--- src/rtl/por_reset_sequencer.sv ---
// rtl/por_reset_sequencer.sv - power-on reset sequencer driving core/peripheral resets
// Core reset releases HOLD_CYCLES after power-good, peripheral reset PERIPH_DELAY later.
module por_reset_sequencer #(
   parameter int HOLD_CYCLES  = 4,
   parameter int PERIPH_DELAY = 8,
   parameter int SW_PULSE     = 4
) (
   input  logic clk,
   input  logic reset,
   input  logic power_up,
   input  logic sw_rst_req,
   output logic core_rst,
   output logic periph_rst,
   output logic ready,
   output logic sw_rst_ack
);

   localparam int MAX_AB  = (HOLD_CYCLES > PERIPH_DELAY) ? HOLD_CYCLES : PERIPH_DELAY;
   localparam int MAX_CNT = (MAX_AB > SW_PULSE) ? MAX_AB : SW_PULSE;
   localparam int CW      = $clog2(MAX_CNT) + 1;

   localparam logic [CW-1:0] HOLD_LAST   = CW'(HOLD_CYCLES - 1);
   localparam logic [CW-1:0] PERIPH_LAST = CW'(PERIPH_DELAY - 1);
   localparam logic [CW-1:0] SW_LAST     = CW'(SW_PULSE - 1);

   typedef enum logic [2:0] {
      S_OFF,
      S_HOLD,
      S_CORE_UP,
      S_RUN,
      S_SW_RST
   } state_t;

   state_t        state;
   state_t        state_nxt;
   logic [CW-1:0] cnt;
   logic [CW-1:0] cnt_nxt;
   logic          core_rst_nxt;
   logic          periph_rst_nxt;
   logic          ready_nxt;
   logic          ack_nxt;

   always_ff @(posedge clk) begin
      if (reset) begin
         state      <= S_OFF;
         cnt        <= '0;
         core_rst   <= 1'b1;
         periph_rst <= 1'b1;
         ready      <= 1'b0;
         sw_rst_ack <= 1'b0;
      end else begin
         state      <= state_nxt;
         cnt        <= cnt_nxt;
         core_rst   <= core_rst_nxt;
         periph_rst <= periph_rst_nxt;
         ready      <= ready_nxt;
         sw_rst_ack <= ack_nxt;
      end
   end

   always_comb begin
      state_nxt      = state;
      cnt_nxt        = cnt + 1'b1;
      ack_nxt        = 1'b0;
      core_rst_nxt   = 1'b1;
      periph_rst_nxt = 1'b1;
      ready_nxt      = 1'b0;

      // Power loss overrides everything, including an in-flight software reset.
      if (!power_up) begin
         state_nxt = S_OFF;
         cnt_nxt   = '0;
      end else begin
         case (state)
            S_OFF: begin
               state_nxt = S_HOLD;
               cnt_nxt   = '0;
            end
            S_HOLD: begin
               if (cnt == HOLD_LAST) begin
                  state_nxt = S_CORE_UP;
                  cnt_nxt   = '0;
               end
            end
            S_CORE_UP: begin
               if (cnt == PERIPH_LAST) begin
                  state_nxt = S_RUN;
                  cnt_nxt   = '0;
               end
            end
            S_RUN: begin
               cnt_nxt = '0;
               if (sw_rst_req) begin
                  state_nxt = S_SW_RST;
               end
            end
            S_SW_RST: begin
               if (cnt == SW_LAST) begin
                  state_nxt = S_RUN;
                  cnt_nxt   = '0;
                  ack_nxt   = 1'b1;
               end
            end
            default: begin
               state_nxt = S_OFF;
               cnt_nxt   = '0;
            end
         endcase
      end

      // Registered outputs are decoded from the state being entered.
      core_rst_nxt   = (state_nxt == S_OFF) || (state_nxt == S_HOLD);
      periph_rst_nxt = (state_nxt != S_RUN);
      ready_nxt      = (state_nxt == S_RUN);
   end

endmodule

--- config.mk ---
export PLATFORM = sky130hd
export DESIGN_NAME = por_reset_sequencer
export DESIGN_NICKNAME = d
export VERILOG_FILES = /design/src/rtl/por_reset_sequencer.sv
export SDC_FILE = /design/constraint.sdc
export NUM_CORES = 1
export LEC_CHECK = 0
export ABC_AREA = 1
export CAP_MARGIN = 20
export CORE_AREA = 2 2 39 41
export DETAILED_ROUTE_END_ITERATION = 16
export DIE_AREA = 0 0 41 43
export PLACE_DENSITY = 0.66
export SYNTH_ARGS = -nofsm -noshare
export SYNTH_HDL_FRONTEND = slang
export SYNTH_SLANG_ARGS = --single-unit
--- constraint.sdc ---
create_clock -name clk -period 3.9 [get_ports clk]
set_clock_uncertainty 0.2 [all_clocks]
set_input_delay 0.78 -clock clk [delete_from_list [all_inputs] [get_ports clk]]
set_output_delay 0.78 -clock clk [all_outputs]
set_load 0.005 [all_outputs]
==> impl_table.tex <==
\begin{tabular}{lr}
\hline
Metric & Value \\
\hline
\multicolumn{2}{l}{\textbf{Run status}} \\
\quad Outcome & finished clean \\
\multicolumn{2}{l}{\textbf{Worst setup path}} \\
\quad Largest stage delay, worst path & 0.50 ns \\
\quad CP bufs+invs & 1 \\
\quad CP max FO & 1 \\
\quad Critical Path Start Type & flop \\
\quad Master of the slowest instance on the critical path & clkdlybuf4s50\_1 \\
\quad Cell family contributing the most delay on the critical path & buffers and inverters \\
\quad Critical path type & flop to output port \\
\quad Data arrival time at the worst-slack endpoint & 1.08 ns \\
\quad Crit path required time & 2.92 ns \\
\quad Cell chain of the critical path & clkdlybuf4s50\_1 \\
\quad Nature of the critical path endpoint & output port \\
\quad Reg-to-reg slack, setup & 2.39 ns \\
\multicolumn{2}{l}{\textbf{Synth}} \\
\quad Library cell occupying the most area in the post-synthesis netlist & dfxtp\_1 \\
\quad Post-synth top area share & 37.7\% \\
\quad Netlist Area Pre-Place & approximately 580 sq um \\
\quad Number of different library cells in the post-synthesis netlist & 20 \\
\quad Nets in the synthesized netlist & 89 \\
\quad Gate count after technology mapping & 84 \\
\quad Number of enable-type register cells in the synthesized netlist & 0 \\
\quad Flip-flop and latch count after synthesis & 11 \\
\quad Prevailing post-synth register cell & dfxtp\_1 \\
\quad Portion of the post-synthesis area used by sequential elements & 37.7\% \\
\quad Cell types occupying the most area after synthesis & dfxtp\_1 38\%, nand2\_1 9.6\%, nor2\_1 9.6\% \\
\quad Most used standard cells in the synthesized netlist & 15 x nand2\_1, 15 x nor2\_1, 11 x dfxtp\_1, 11 x inv\_1, 10 x nand3\_1 \\
\quad Mean post-synth cell area & 6.96 sq um \\
\quad Ys async rst share & 0\% \\
\quad Synthesis warning total & 0 \\
\multicolumn{2}{l}{\textbf{STA}} \\
\quad Hold Vio Cnt, Final & 0 \\
\quad Final cycle utilization of the critical path & 52.7\% \\
\quad Setup-failing EPs final & 0 \\
\quad Accumulated negative setup slack & 0 ns \\
\quad Maximum achievable frequency & 487 MHz \\
\quad Actual slew at the worst max-slew pin & 0.233 ns \\
\quad Unrepaired setup endpoints after global routing & false \\
\quad Worst Hold Margin & 0.375 ns \\
\quad Max\_slew headroom & 84.4\% \\
\quad Final critical-path required period & just over 2 ns \\
\quad Fin. max-slew vios & 0 \\
\multicolumn{2}{l}{\textbf{GRT}} \\
\quad Total routing resource utilization after global routing & between 10\% and 20\% \\
\quad Initial antenna violation count & 0 \\
\quad Largest net degree at the start of global routing & 7 \\
\quad Vias in the first global route & 493 \\
\quad Global-route congestion overflow total & 0 \\
\quad Global-route wire length before repair & 1900 um \\
\multicolumn{2}{l}{\textbf{Route}} \\
\quad Final routed DRC violation total & 0 \\
\quad Number of nets with antenna violations after detailed routing & 0 \\
\quad Final routed wirelength across all metal layers & $\sim$1100 um \\
\quad Via count of the routed design & 534 \\
\quad Initial detailed-routing violation count & 3 \\
\quad Post-detailed-route wirelength per cell & 9.83 um \\
\quad Average via count per standard cell & 4.81 \\
\quad Detailed-router iteration count before antenna repair & 2 \\
\multicolumn{2}{l}{\textbf{Run}} \\
\quad \# Max-Cap Violations & 0 \\
\multicolumn{2}{l}{\textbf{Final layout}} \\
\quad Net count of the finished layout & 101 \\
\quad Final core utilization & 50.6\% \\
\quad Footprint of the flip-flops and latches & 220 sq um \\
\quad Fraction of final layout cells with drive strength greater than 1 & 16.8\% \\
\quad Area used by multi-input combinational logic & about 320 sq um \\
\quad Count of antenna diodes in the layout & 0 \\
\quad Syn-to-layout area delta & 19.9\% \\
\quad Fillcell total & 149 \\
\multicolumn{2}{l}{\textbf{Placed design}} \\
\quad Count of port buffers added during placement & 7 \\
\quad Post-detail-place hpwl & 930 um \\
\quad Routability Congestion & around 0.83 \\
\multicolumn{2}{l}{\textbf{CTS}} \\
\quad Total of hold buffers inserted after clock tree synthesis & 0 \\
\quad Clock slew at reported path FFs & about 0.060 ns \\
\quad Insertion delay to the later sink of the worst-skew pair & approximately 0.27 ns \\
\quad Root buffer cell & clkbuf\_4 \\
\quad CTS Buffer Depth & 2 \\
\quad Sinks on Clock Net & 11 \\
\quad Clock tree from TritonCTS & built \\
\quad Number of post-CTS setup repair buffers & 0 \\
\quad Cells resized by post-CTS repair & 0 \\
\quad \# H-tree levels & 1 \\
\quad Inserted Clock Buffers & 3 \\
\multicolumn{2}{l}{\textbf{Pwr}} \\
\quad Power per Cell Area & between 200 and 300 nW/um\^{}2 \\
\quad Reported leakage power & 0.305 nW \\
\quad Maximum ir drop on the vdd rail & 184 uV \\
\multicolumn{2}{l}{\textbf{Floorplanning}} \\
\quad Starting Density & 42.2\% \\
\quad Num ports & 8 \\
\quad Num rows & 14 \\
\quad Die Area & 1760 sq um \\
\quad Die W & 41 um \\
\quad Die outline height & $\sim$43 um \\
\quad Core region area & 1380 sq um \\
\multicolumn{2}{l}{\textbf{Hold path}} \\
\quad Hold Crit Class & flop to flop \\
\hline
\end{tabular}
## metal layers
| metal | share of wire [%] | up-vias | global-route usage, % |
|---|---|---|---|
| met5 | 0 | - | 0 |
| met4 | 4.4 | 0 | 12.0 |
| met3 | 4.6 | 6 | 5.76 |
| met2 | 47 | 10 | 23.8 |
| met1 | 44 | 233 | 18.2 |
| li1 | - | 285 | - |
## path summary, 6_finish.rpt
check / to / depth (start not counted) / from
min: cnt[2]$_SDFF_PP0_ / 2 / cnt[2]$_SDFF_PP0_
max reg2reg: state[0]$_SDFF_PP0_ / 6 / cnt[0]$_SDFF_PP0_
max: core_rst / 1 / core_rst$_SDFF_PP1_
min reg2reg: cnt[2]$_SDFF_PP0_ / 2 / cnt[2]$_SDFF_PP0_
## kinds of logic (layout without fill, tap and decap cells)
group	Yosys count	after routing	share of synthesized area [%]
AOI/OAI and AO/OA	7	7	7.49
adders and majority gates	1	1	2.14
and+or+nand+nor	50	50	41.3
DFF	11	11	37.7
buffers and inverters	13	24	8.35
xor gates and xnor gates	2	2	3.00
## layout by cell type (no fill, tap or decap)
master / netlist / routed
nand2_1: 15 / 15
nor2_1: 15 / 15
inv_1: 11 / 11
dfxtp_1: 11 / 11
nand3_1: 10 / 10
clkdlybuf4s50_1: 0 / 7
nand2_2: 6 / 6
clkbuf_4: 0 / 3
inv_2: 2 / 2
o21ai_0: 2 / 2
nor2_2: 1 / 1
nand3_4: 1 / 1
o21ai_2: 1 / 1
xor2_1: 1 / 1
or2_2: 1 / 1
o211ai_1: 1 / 1
a21oi_1: 1 / 1
o21bai_1: 1 / 1
nor2_4: 1 / 1
xnor2_1: 1 / 1
o21ai_1: 1 / 1
ha_1: 1 / 1
clkbuf_1: 0 / 1
## metrics by stage
| stage | power (mW) | worst slack, ns | cells | area, sq um |
|---|---|---|---|---|
| floorplan | 0.125 | 2.23 | 84 | 584 |
| finish | 0.206 | 1.84 | 111 | 701 |
| global placement | 0.130 | 1.73 | 107 | 674 |
| CTS | 0.208 | 1.83 | 111 | 701 |
| detailed placement | 0.130 | 1.69 | 107 | 674 |
| global route | 0.216 | 1.79 | 111 | 701 |
## state kept, by name (all words and copies together) (netlist names)
signal and flops:
core_rst 1, cnt 4, state 3, periph_rst 1
ready 1, sw_rst_ack 1
## final cells by class
cell class	count	share of cell area, %
Clock buffer	4	3.75
Inverter	13	6.96
Sequential cell	11	31.4
Tap cell	16	2.86
Multi-Input combinational cell	60	45.0
Timing Repair Buffer	7	10.0
## where the power goes
group          leakage (nW)  internal (mW)  switching, mW
logic                 0.201        0.00590        0.00711
clock network        0.0150         0.0396         0.0393
registers            0.0890          0.113        0.00111
Power figures use the tool's default switching activity.
==> RTL change 1, RTL diff (same flow settings) <==
Change the parameter `HOLD_CYCLES` from 4 to 8.
--- a/src/rtl/por_reset_sequencer.sv
+++ b/src/rtl/por_reset_sequencer.sv
@@ -2,5 +2,5 @@
 // Core reset releases HOLD_CYCLES after power-good, peripheral reset PERIPH_DELAY later.
 module por_reset_sequencer #(
-   parameter int HOLD_CYCLES  = 4,
+   parameter int HOLD_CYCLES  = 8,
    parameter int PERIPH_DELAY = 8,
    parameter int SW_PULSE     = 4
Behaviour: not the same (a bounded check fails within 10 cycles, from zero or initial values and one cycle with reset high).
==> RTL change 1 against the unedited design <==
Combinational power up 7%. Critical path type unchanged. Critical path depth unchanged. First-iteration DRC count up 33%. Wire length down 5.5%. Count of clock-buffer cells in the layout unchanged. Sequential cell count unchanged. Synthesized area down 0.43%. Synthesized cell count down 13%. Cell area down 0.36%. Sequential power about the same. Total power up 0.97%. Largest cell class unchanged. Setup slack better by 0.0077 ns.
==> RTL change 1: results (changes against the unedited design) <==
| Metric | Value |
|---|---|
| Post-Synth Adder-Cell Area | 2.151% (+0.0092 points) |
| Met2 Routed Length | 474 um (-6.9%) |
| Placer congestion estimate | 0.8051 (-3.4%) |
| Crit path max fanout | 1 (unchanged) |
| Maximum resistive drop on vdd | 0.0002365 V (+29%) |
| Xor-xnor portion of the synthesized cell area | 1.505% (-1.5 points) |
| Wire length on met3 | 31 um (-38%) |
| Filler cell count | 142 (-4.7%) |
| Placed cell areas | 671.9 um^2 (-0.37%) |
| Largest net degree at the start of global routing | 7 (unchanged) |
| Pre-CTS WS | 1.658 ns (-0.03323 ns) |
| GRT Util Overall | 17.15% (+0.92 points) |
| # nets final | 90 (-11%) |
| Outcome | finished clean |
| Dpl hpwl | 820.4 um (-12%) |
| Drt pass-1 iters | 2 (unchanged) |
| Leak | 0.3009 nW (-1.4%) |
| Post-Layout Cell Count | 100 (-9.9%) |
| Number of global-route vias before repair | 455 (-7.7%) |
| Worst skew pair latency | 0.27 ns (about the same) |
| Vias | 465 (-13%) |
| Metal1 wirelength | 482 um (unchanged) |
| Top cells by count, synth | 11 x dfxtp_1, 10 x nand2_1, 10 x nor2_1 |
| CP max-delay cell | clkdlybuf4s50_1 |
| Cells taking the most area after synthesis | dfxtp_1 38%, nand2_1 6.5%, nor2_1 6.5%, nand2_2 5.4%, nor2_2 5.4% |
| Register area share after synthesis | 37.85% (+0.16 points) |
| Mapped Nets | 78 (-12%) |
| Worst-margin pin slew | 0.2346 ns (+0.001416 ns) |
| Met2 track demand over resource | 22.81% (-0.94 points) |
| Cells after Synth | 73 (-13%) |
| Crit path DAT | 1.07 ns |
| Iter 0 DRT Violations | 4 (+1) |
| First-pass GRT wire length | 1932 um (+1.8%) |
| Proportion of layout cells with a drive suffix above 1 | 28.57% (+12 points) |
| WL/cell | 10.31 um (+4.9%) |
| Yosys cell types | 23 (+15%) |
| Synth Area in Compound Gates | 12.90% (+5.4 points) |
| Met3 usage | 6.283% (+0.52 points) |
| Hold crit path type | reg -> reg |
| Cell Count Post-Placement | 96 (-10%) |
-- RTL change 1: path summary, 6_finish.rpt --
path	startpoint	end	slack [ns]	cells past startpoint
worst max-delay path	core_rst	core_rst	1.85	1
worst min-delay path	cnt[0]	cnt[0]	0.36	2
worst max register to register	cnt[0]	state[0]	2.36	6
worst min register to register	cnt[0]	cnt[0]	0.36	2
-- RTL change 1: power by group --
| part | total, mW | switching (mW) | internal, mW |
|---|---|---|---|
| sequential | 0.114 | 0.000872 | 0.113 |
| combinational | 0.0139 | 0.00745 | 0.00648 |
| clock | 0.0803 | 0.0406 | 0.0396 |
-- RTL change 1: cell type report --
class / instances / share of cell area (%)
flip-flops and latches: 11 / 31.54
repair buffers: 7 / 10.04
inverters: 10 / 5.376
multi-input cells: 52 / 46.42
well taps: 16 / 2.867
clock buffers: 4 / 3.763
==> RTL change 2, RTL diff (same flow settings) <==
Made on the original files. Re-encode `state_t` (5 states) as one-hot, 5 bits wide.
--- a/src/rtl/por_reset_sequencer.sv
+++ b/src/rtl/por_reset_sequencer.sv
@@ -24,10 +24,10 @@
    localparam logic [CW-1:0] SW_LAST     = CW'(SW_PULSE - 1);
 
-   typedef enum logic [2:0] {
-      S_OFF,
-      S_HOLD,
-      S_CORE_UP,
-      S_RUN,
-      S_SW_RST
+   typedef enum logic [4:0] {
+      S_OFF     = 5'b00001,
+      S_HOLD    = 5'b00010,
+      S_CORE_UP = 5'b00100,
+      S_RUN     = 5'b01000,
+      S_SW_RST  = 5'b10000
    } state_t;
 
Check against the original RTL: no difference found for any inputs over 10 cycles, from zero or initial values and one cycle with reset high; not proved beyond that.
==> RTL change 2 against the unedited design <==
Clock power fell by 3%. Combinational power rose by 25%. Largest cell class unchanged. Wire length rose by 1.0%. Sequential share of layout area rose by 3.7 points. Synthesized area rose by 6.9%. Global-route usage rose by 0.12 points. Worst hold slack improved by 0.026 ns. Cell count fell by 2.7%. Total power rose by 11%. Setup slack improved by 0.00056 ns. Cell area rose by 5.7%. Sequential cell count rose by 2.
==> RTL change 2: results (changes against the unedited design) <==
| Metric | Value |
|---|---|
| Proportion of layout cells with a drive suffix above 1 | 17.39% (+0.55 points) |
| Placer congestion estimate | 0.8488 (+1.9%) |
| R2r endpoint | cnt[3] |
| Top cells by count, synth | 13 x dfxtp_1, 12 x inv_1, 12 x nor2_1 |
| Cells taking the most area after synthesis | dfxtp_1 42%, nand3_1 7.2%, inv_1 7.2%, nor2_1 7.2%, nand2_1 6.0% |
| Biggest regs | state x5, cnt x4 |
| Post-Route WL | 1102 um (+1.0%) |
| Multi-In Gates | 55 (-8.3%) |
| Worst skew pair latency | about 0.26 ns |
| Mapped Nets | 86 (-3.4%) |
| Synth Area in Compound Gates | 4.609% (-2.9 points) |
| Largest net degree at the start of global routing | 9 (+2) |
| Inverters | 13 (unchanged) |
| Worst Hold Launch | cnt[0] |
| Post-Synth Adder-Cell Area | 2.004% (-0.14 points) |
| Sink Count | 13 (+2) |
| Seq/total area | 35.14% (+3.7 points) |
| # nets final | 98 (-3.0%) |
| Maximum resistive drop on vdd | 0.0002370 V (+29%) |
| Worst-margin pin slew | 0.2551 ns (+0.02190 ns) |
| Xor-xnor portion of the synthesized cell area | 2.806% (-0.19 points) |
| Register area share after synthesis | 41.68% (+4.0 points) |
| Outcome | finished clean |
| Number of global-route vias before repair | 507 (+2.8%) |
| FF/Latch Area | 260.3 um^2 (+18%) |
| CP max stage delay | 0.49 ns |
| Reg2reg path depth | 8 (+2) |
| Yosys cell types | 19 (-5.0%) |
| Hold EP | cnt[0] |
| Hold path depth | 3 (+1) |
| Net load switching power | 47.93 uW (+0.77%) |
| Filler cell count | 145 (-2.7%) |
| Clk pwr | 76.9 uW (-3%) |
| Dpl hpwl | 886.2 um (-4.8%) |
| Comb pwr share | 7.1% (+0.8 points) |
| Vias | 520 (-2.6%) |
| Leak | 0.3377 nW (+11%) |
| Clk tree area frac | 3.547% (-0.20 points) |
| Placed cell areas | 714.4 um^2 (+5.9%) |
| Iter 0 DRT Violations | 4 (+1) |
| First-pass GRT wire length | 1890 um (-0.37%) |
| Flop-to-flop setup slack | 2.43 ns (+0.04 ns) |
| Crit path from | sw_rst_ack |
| End of the critical path | sw_rst_ack |
## RTL change 2: kinds of logic after synthesis
| family | count (synthesis) |
|---|---|
| and+or+nand+nor | 47 |
| DFF | 13 |
| AOI/OAI and AO/OA | 5 |
| adders and majority gates | 1 |
| buffers and inverters | 13 |
| xor gates and xnor gates | 2 |
## RTL change 2: per-stage QoR
stage / power [mW] / utilization, % / std cells / setup WS (ns) / hold WS, ns
detailed placement: 0.1552 / 51.63 / 104 / 1.861 / 0.3938
global route: 0.2433 / 53.53 / 108 / 1.796 / 0.4589
finish: 0.2292 / 53.53 / 108 / 1.846 / 0.4008
floorplan: 0.1485 / - / 81 / 2.472 / 0.3470
global placement: 0.1551 / 51.63 / 104 / 1.896 / 0.4038
CTS: 0.2336 / 53.53 / 108 / 1.835 / 0.4041
## RTL change 2: routing by layer
metal  track usage, %  share of wire [%]
met5                0                  0
met4            15.33                3.3
met3            4.188                3.8
met2            22.50                 45
met1            19.28                 48
